==> src/rtl/par_rd_return_router.sv <==
// Read-return router for one slave port shared by several masters: gates AR acceptance on tracking
// capacity and steers R beats, in AR acceptance order, to the master that issued each burst.
module par_rd_return_router #(
  parameter int unsigned MasterCount      = 2,
  parameter int unsigned OutstandingDepth = 4
) (
  input  logic                                    clk,
  input  logic                                    rst,
  input  logic [MasterCount-1:0]                  ARsel_in,
  input  logic                                    ARVALID_in,
  output logic                                    ARVALID_out,
  input  logic                                    ARREADY_in,
  output logic [MasterCount-1:0]                  ARREADY_out,
  input  logic                                    RVALID_in,
  input  logic                                    RLAST_in,
  output logic                                    RREADY_out,
  output logic [MasterCount-1:0]                  RVALID_out,
  input  logic [MasterCount-1:0]                  RREADY_in,
  output logic [$clog2(OutstandingDepth+1)-1:0]   outstanding
);

  localparam int unsigned IdxW = (MasterCount > 1) ? $clog2(MasterCount) : 1;
  localparam int unsigned PtrW = $clog2(OutstandingDepth);
  localparam int unsigned CntW = $clog2(OutstandingDepth + 1);

  logic [IdxW-1:0] fifo_q [OutstandingDepth];
  logic [PtrW-1:0] wr_ptr_q, wr_ptr_d;
  logic [PtrW-1:0] rd_ptr_q, rd_ptr_d;
  logic [CntW-1:0] count_q, count_d;

  logic            full, empty, sel_ok, push, pop;
  logic [IdxW-1:0] sel_idx, head;

  assign full  = (count_q == CntW'(OutstandingDepth));
  assign empty = (count_q == '0);
  assign head  = fifo_q[rd_ptr_q];

  // Exactly one bit set: non-zero and clearing the lowest set bit leaves nothing.
  assign sel_ok = (ARsel_in != '0) && ((ARsel_in & (ARsel_in - 1'b1)) == '0);

  always_comb begin
    sel_idx = '0;
    for (int i = 0; i < int'(MasterCount); i++) begin
      if (ARsel_in[i]) begin
        sel_idx = IdxW'(i);
      end
    end
  end

  // Outputs are forced low while reset is asserted, not only after the registers clear.
  always_comb begin
    ARVALID_out = ~rst & ARVALID_in & sel_ok & ~full;
    ARREADY_out = ARsel_in & {MasterCount{~rst & ARREADY_in & sel_ok & ~full}};
    RREADY_out  = ~rst & ~empty & RREADY_in[head];
    RVALID_out  = '0;
    for (int i = 0; i < int'(MasterCount); i++) begin
      RVALID_out[i] = ~rst & ~empty & RVALID_in & (head == IdxW'(i));
    end
  end

  assign push        = ARVALID_out & ARREADY_in;
  assign pop         = RVALID_in & RREADY_out & RLAST_in;
  assign outstanding = count_q;

  always_comb begin
    wr_ptr_d = push ? wr_ptr_q + 1'b1 : wr_ptr_q;
    rd_ptr_d = pop  ? rd_ptr_q + 1'b1 : rd_ptr_q;
    count_d  = count_q;
    case ({push, pop})
      2'b10:   count_d = count_q + CntW'(1);
      2'b01:   count_d = count_q - CntW'(1);
      default: count_d = count_q;
    endcase
  end

  always_ff @(posedge clk or posedge rst) begin
    if (rst) begin
      wr_ptr_q <= '0;
      rd_ptr_q <= '0;
      count_q  <= '0;
      for (int i = 0; i < int'(OutstandingDepth); i++) begin
        fifo_q[i] <= '0;
      end
    end else begin
      wr_ptr_q <= wr_ptr_d;
      rd_ptr_q <= rd_ptr_d;
      count_q  <= count_d;
      if (push) begin
        fifo_q[wr_ptr_q] <= sel_idx;
      end
    end
  end

endmodule

==> config.mk <==
export PLATFORM = sky130hd
export DESIGN_NAME = par_rd_return_router
export DESIGN_NICKNAME = d
export VERILOG_FILES = /design/src/rtl/par_rd_return_router.sv
export SDC_FILE = /design/constraint.sdc
export NUM_CORES = 1
export LEC_CHECK = 0
export CELL_PAD_IN_SITES_DETAIL_PLACEMENT = 1
export CELL_PAD_IN_SITES_GLOBAL_PLACEMENT = 1
export CORE_MARGIN = 2
export CORE_UTILIZATION = 35
export CTS_CLUSTER_DIAMETER = 200
export DETAILED_ROUTE_END_ITERATION = 7
export GPL_TIMING_DRIVEN = 1
export PLACE_DENSITY = 0.84
export SYNTH_ARGS = -nofsm -noshare
export SYNTH_HDL_FRONTEND = slang
export SYNTH_SLANG_ARGS = --single-unit
==> constraint.sdc <==
create_clock -name clk -period 3.6 [get_ports clk]
set_clock_uncertainty 0.2 [all_clocks]
set_input_delay 1.08 -clock clk [delete_from_list [all_inputs] [get_ports clk]]
set_output_delay 1.08 -clock clk [all_outputs]
set_load 0.1 [all_outputs]
Yosys cells after proc, flatten, opt, wreduce, memory -nomap -nowiden
Index checks and enable logic that the tools add are counted.
{ "word_totals": {"reg_bits": 11, "word_cells": 57, "inputBits": 10} }
{ "op_classes": {"eq_ne": 3, "n_reduce_logical": 6, "add_sub_neg": 5, "bitwise": 22, "n_mux": 10, "n_lt_le_gt_ge": 4} }
{ "ops": {"columns": ["operator", "count"], "rows": [
  ["$and A1 B1 Y1", 14],
  ["$ge A3 B3 Y1 const B", 2],
  ["$mux W1", 6],
  ["$not A2 Y3", 2],
  ["$pmux W3 S2", 1],
  ["$add A2 B1 Y2 const B", 2],
  ["$and A2 B2 Y2", 2],
  ["$bwmux W4", 1],
  ["$not A1 Y1", 4],
  ["$reduce_bool A2 Y1", 2],
  ["$add A3 B1 Y3 const B", 1],
  ["$eq A3 B3 Y1 const B", 1],
  ["$logic_not A3 Y1", 1],
  ["$lt A3 B1 Y1 const B", 1],
  ["$sub A3 B1 Y3 const B", 1],
  ["$bmux W1 S2", 1],
  ["$demux W1 S2", 1],
  ["$eq A2 B1 Y1 const B", 1],
  ["$eq A2 B2 Y1 const B", 1],
  ["$logic_and A1 B1 Y1", 2],
  ["$logic_not A2 Y1", 1],
  ["$lt A1 B2 Y1 const B", 1],
  ["$sub A2 B1 Y2 const B", 1]
]} }

Logic depth before layout (Yosys ltp)
{ "logic_depth": {"word_depth": 11, "depth_mapped": 9, "mapped_depth_nobuf": 9} }

Least setup slack after synthesis
Ideal clock, no wire load.
{ "synth_path": {"kind": "input -> output", "startpoint": "input port rst", "endpoint": "output port RREADY_out", "arrival_time_ns": 2.688, "required_time_ns": 2.320, "setup_slack_ns": -0.368, "n_path_buf": 0, "stages": 3, "path_cell_list": "inv_1 > nand2_1 > nor2_1"} }
{ "synth_via": {"elab_chain_len": 3} }
{ "synth_lines": {"columns": ["item", "line_no", "source"], "rows": [
  ["from (decl)", "8", "input logic rst,"],
  ["$not A1 Y1", "54", "RREADY_out = ~rst & ~empty & RREADY_in[head];"],
  ["$and A1 B1 Y1 (2 in a row)", "54", null],
  ["to (decl)", "16", "output logic RREADY_out,"]
]} }
No other way between the ends.

Worst setup path after layout
{ "layout_path": {"startpoint": "input port rst", "endpoint": "output port ARREADY_out[0]"} }
{ "layout_via": {"elab_chain_len": 5} }
{ "layout_lines": {"columns": ["item", "line_no", "source"], "rows": [
  ["$not A1 Y1", "53", "ARREADY_out = ARsel_in & {MasterCount{~rst & ARREADY_in & sel_ok & ~full}};"],
  ["$and A1 B1 Y1 (3 in a row)", "53", null],
  ["$and A2 B2 Y2", "53", null],
  ["to (decl)", "13", "output logic [MasterCount-1:0] ARREADY_out,"]
]} }
No other way between the ends.

==> metrics.yaml <==
clocking:
  ctsHoldBuffers: 0
  cts_buffers: 3
  clk-insertion-delay-late_ns: 0.26
  cts_tree: "yes"
  cts.htree.levels: 1
  cts.path.max_buffers: 2
  cts.sinks: 11
  clk_pin_slew_ns: 0.06
  root_buffer: "clkbuf_4"
floorplanning:
  initial_core_util: 0.382
  die_height_um: 47.9
  pin_count: 19
  die_w_um: 47.9
  coreArea_um2: 1760
  placementRows: 15
  dieArea_um2: 2290
timing:
  rsz0062_at_grt: "no"
  fin_crit_sh: 0.974
  finalWorstSetupSlack_ns: 0.0950
  period_needed_ns: 3.51
  tightest_slew_ns: 0.645
  fmax_ghz: 0.285
  hold_viol: 0
  slew_viol_final: 0
  finalSetupViolCount: 0
  slew_headroom: 0.569
min_path:
  min_path_type: "flip-flop to flip-flop"
  holdPathEnd: "rd_ptr_q[1]$_DFFE_PP0P_"
  hold_start: "rd_ptr_q[1]$_DFFE_PP0P_"
  whs_path_depth: 1
power_and_ir_drop:
  leakage_nw: 0.489
  pwr_density_cell_nw_per_um2: 800
  peakVddDrop_uv: 640
synthesis:
  syn_avg_cell_area_um2: 10.9
  synth_compound_area_frac: 0.00743
  synth-xor-area-share: 0.0911
  ys_ff_latch: 11
  synth-warning-count: 0
  syn-num-nets: 78
  synthCells: 62
  synthDistinctLibCells: 21
  ys_seq_area_frac: 0.409
  synth_fa_ha_area_frac: 0.123
  synth_mux_area_frac: 0.130
  synth_top_family_by_area: "simple AND/OR/NAND/NOR gates"
  synthSimpleGateAreaFrac: 0.201
  syn_area_um2: 673
detailed_routing:
  vias_per_cell: 4.55
  vias: 519
  detail_route.wl_per_cell_um: 13.3
  dr.pass1.iters: 2
  routed_wl_mm: 1.52
  first_iter_violations: 4
  drc: 0
  final_antenna_net_count: 0
layout:
  finalNetCount: 106
  antenna_cells: 0
  most-common-layout-cells: "11 x dfrtp_1, 9 x nand2_1, 8 x buf_4, 7 x inv_1, 7 x clkdlybuf4s50_1"
  final.fill_count: 196
  syn2layout_area_growth_pct: 53.7
  final_util: 0.587
  drive_gt1_frac: 0.303
  fin_cells: 114
  final_common_cell: "dfrtp_1"
grt:
  grt-ovfl-total: 0
  grt_usage: 0.156
  grt_pass1_vias: 525
  antenna_found_initial: 0
  grt_pass1_wl_mm: 2.38
  grt_max_degree: 12
run_status:
  status: "finished, final reports clean"
run:
  drv_cap: 0
worst_setup_path:
  r2r_start: "rd_ptr_q[1]$_DFFE_PP0P_"
  r2r_end: "outstanding[2]$_DFFE_PP0P_"
  path_max_fanout: 4
  crit_path_cell_trace: "clkdlybuf4s50_1 -> nor3_2 -> and3_4 -> buf_12"
  cp.arrival_ns: 2.23
  required_ns: 2.32
  worstSetupEndpointType: "output pin"
  start_kind: "primary input"
  path_buf_inv: 2
  critPathSlowestCell: "clkdlybuf4s50_1"
  worstRegToRegCells: 9
  cp_slowest_stage_delay_ns: 0.52
  crit_family: "buffers and inverters"
  worstSetupPathType: "primary input to output pin"
  r2r_slack_ns: 0.80
placement:
  gp_congestion: 0.703
  dp_slack_ns: -0.0305
  hpwl_mm: 1.21
  placed_cells: 110
  portBuffers: 18
-- routing by layer --
metal | wire (um) | global-route usage
met5 | 0 | 0
met4 | 19 | 0.0649
met3 | 62 | 0.0491
met2 | 769 | 0.269
met1 | 666 | 0.176
-- registers in the layout, indices dropped and copies added (netlist names) --
register / count
outstanding: 3
fifo_q: 4
rd_ptr_q: 2
wr_ptr_q: 2
-- synth_stat cells --
| library cell | n | area share |
|---|---|---|
| and2_1 | 1 | 0.0093 |
| and3_1 | 2 | 0.019 |
| and3_2 | 1 | 0.011 |
| dfrtp_1 | 11 | 0.41 |
| fa_1 | 1 | 0.030 |
| ha_1 | 5 | 0.093 |
| inv_1 | 7 | 0.039 |
| mux2_1 | 4 | 0.067 |
| mux2i_1 | 2 | 0.030 |
| mux4_2 | 1 | 0.033 |
| nand2_1 | 9 | 0.050 |
| nor2_1 | 3 | 0.017 |
| nor2b_1 | 1 | 0.0093 |
| nor3_1 | 2 | 0.015 |
| nor3b_1 | 1 | 0.011 |
| nor3b_2 | 1 | 0.019 |
| nor4_4 | 1 | 0.032 |
| o21ai_0 | 1 | 0.0074 |
| or3_1 | 1 | 0.0093 |
| xnor2_1 | 3 | 0.039 |
| xor2_1 | 4 | 0.052 |
-- how the worst max path moves through the flow --
stage / end / cells past startpoint / slack [ns] / startpoint
final: ARREADY_out[0] / 4 / 0.09 / rst
after detailed placement: ARREADY_out[0] / 5 / -0.03 / ARsel_in[0]
after global routing: RVALID_out[0] / 5 / 0.004 / rst
after global placement: ARREADY_out[1] / 5 / 0.05 / ARsel_in[1]
after CTS: ARREADY_out[1] / 5 / 0.03 / ARsel_in[1]
after floorplan: RREADY_out / 3 / 0.07 / rst
-- through the flow --
stage               total power, mW  hold WS, ns  setup TNS [ns]  instance area (um2)
floorplan                     0.600        0.259               0                  678
CTS                           0.836        0.306               0                 1010
global placement              0.731        0.276               0                  980
finish                        0.828        0.302               0                 1030
global route                  0.882        0.315               0                 1030
detailed placement            0.749        0.294         -0.0585                  980
-- final cells by class --
| type | instances | area (um2) | share of cell area |
|---|---|---|---|
| clock buffer | 4 | 26.3 | 0.0254 |
| inverter | 7 | 26.3 | 0.0254 |
| tap | 25 | 31.3 | 0.0302 |
| multi-input combinational | 44 | 400 | 0.387 |
| timing repair buffer | 23 | 275 | 0.266 |
| sequential | 11 | 275 | 0.266 |
-- power by group --
part | switching [mW] | total (mW) | internal, mW
Combinational | 0.335 | 0.508 | 0.173
Sequential | 0.0540 | 0.239 | 0.185
Clock | 0.0388 | 0.0815 | 0.0428
-- repair_timing --
action                                  in CTS  in global routing
endpoints found under the setup margin       3                  3
pin swaps                                    0                  1
setup buffers                                0                  0
resized for setup                            1                  6
endpoints found under the hold margin        0                  0
-- logic make-up after synthesis --
logic type	after synthesis
fa+ha+maj	6
buf+inv	7
xor+xnor	7
compound gates	1
flops	11
simple gates	23
mux	7
No activity file was read; power rests on OpenSTA's default activity.
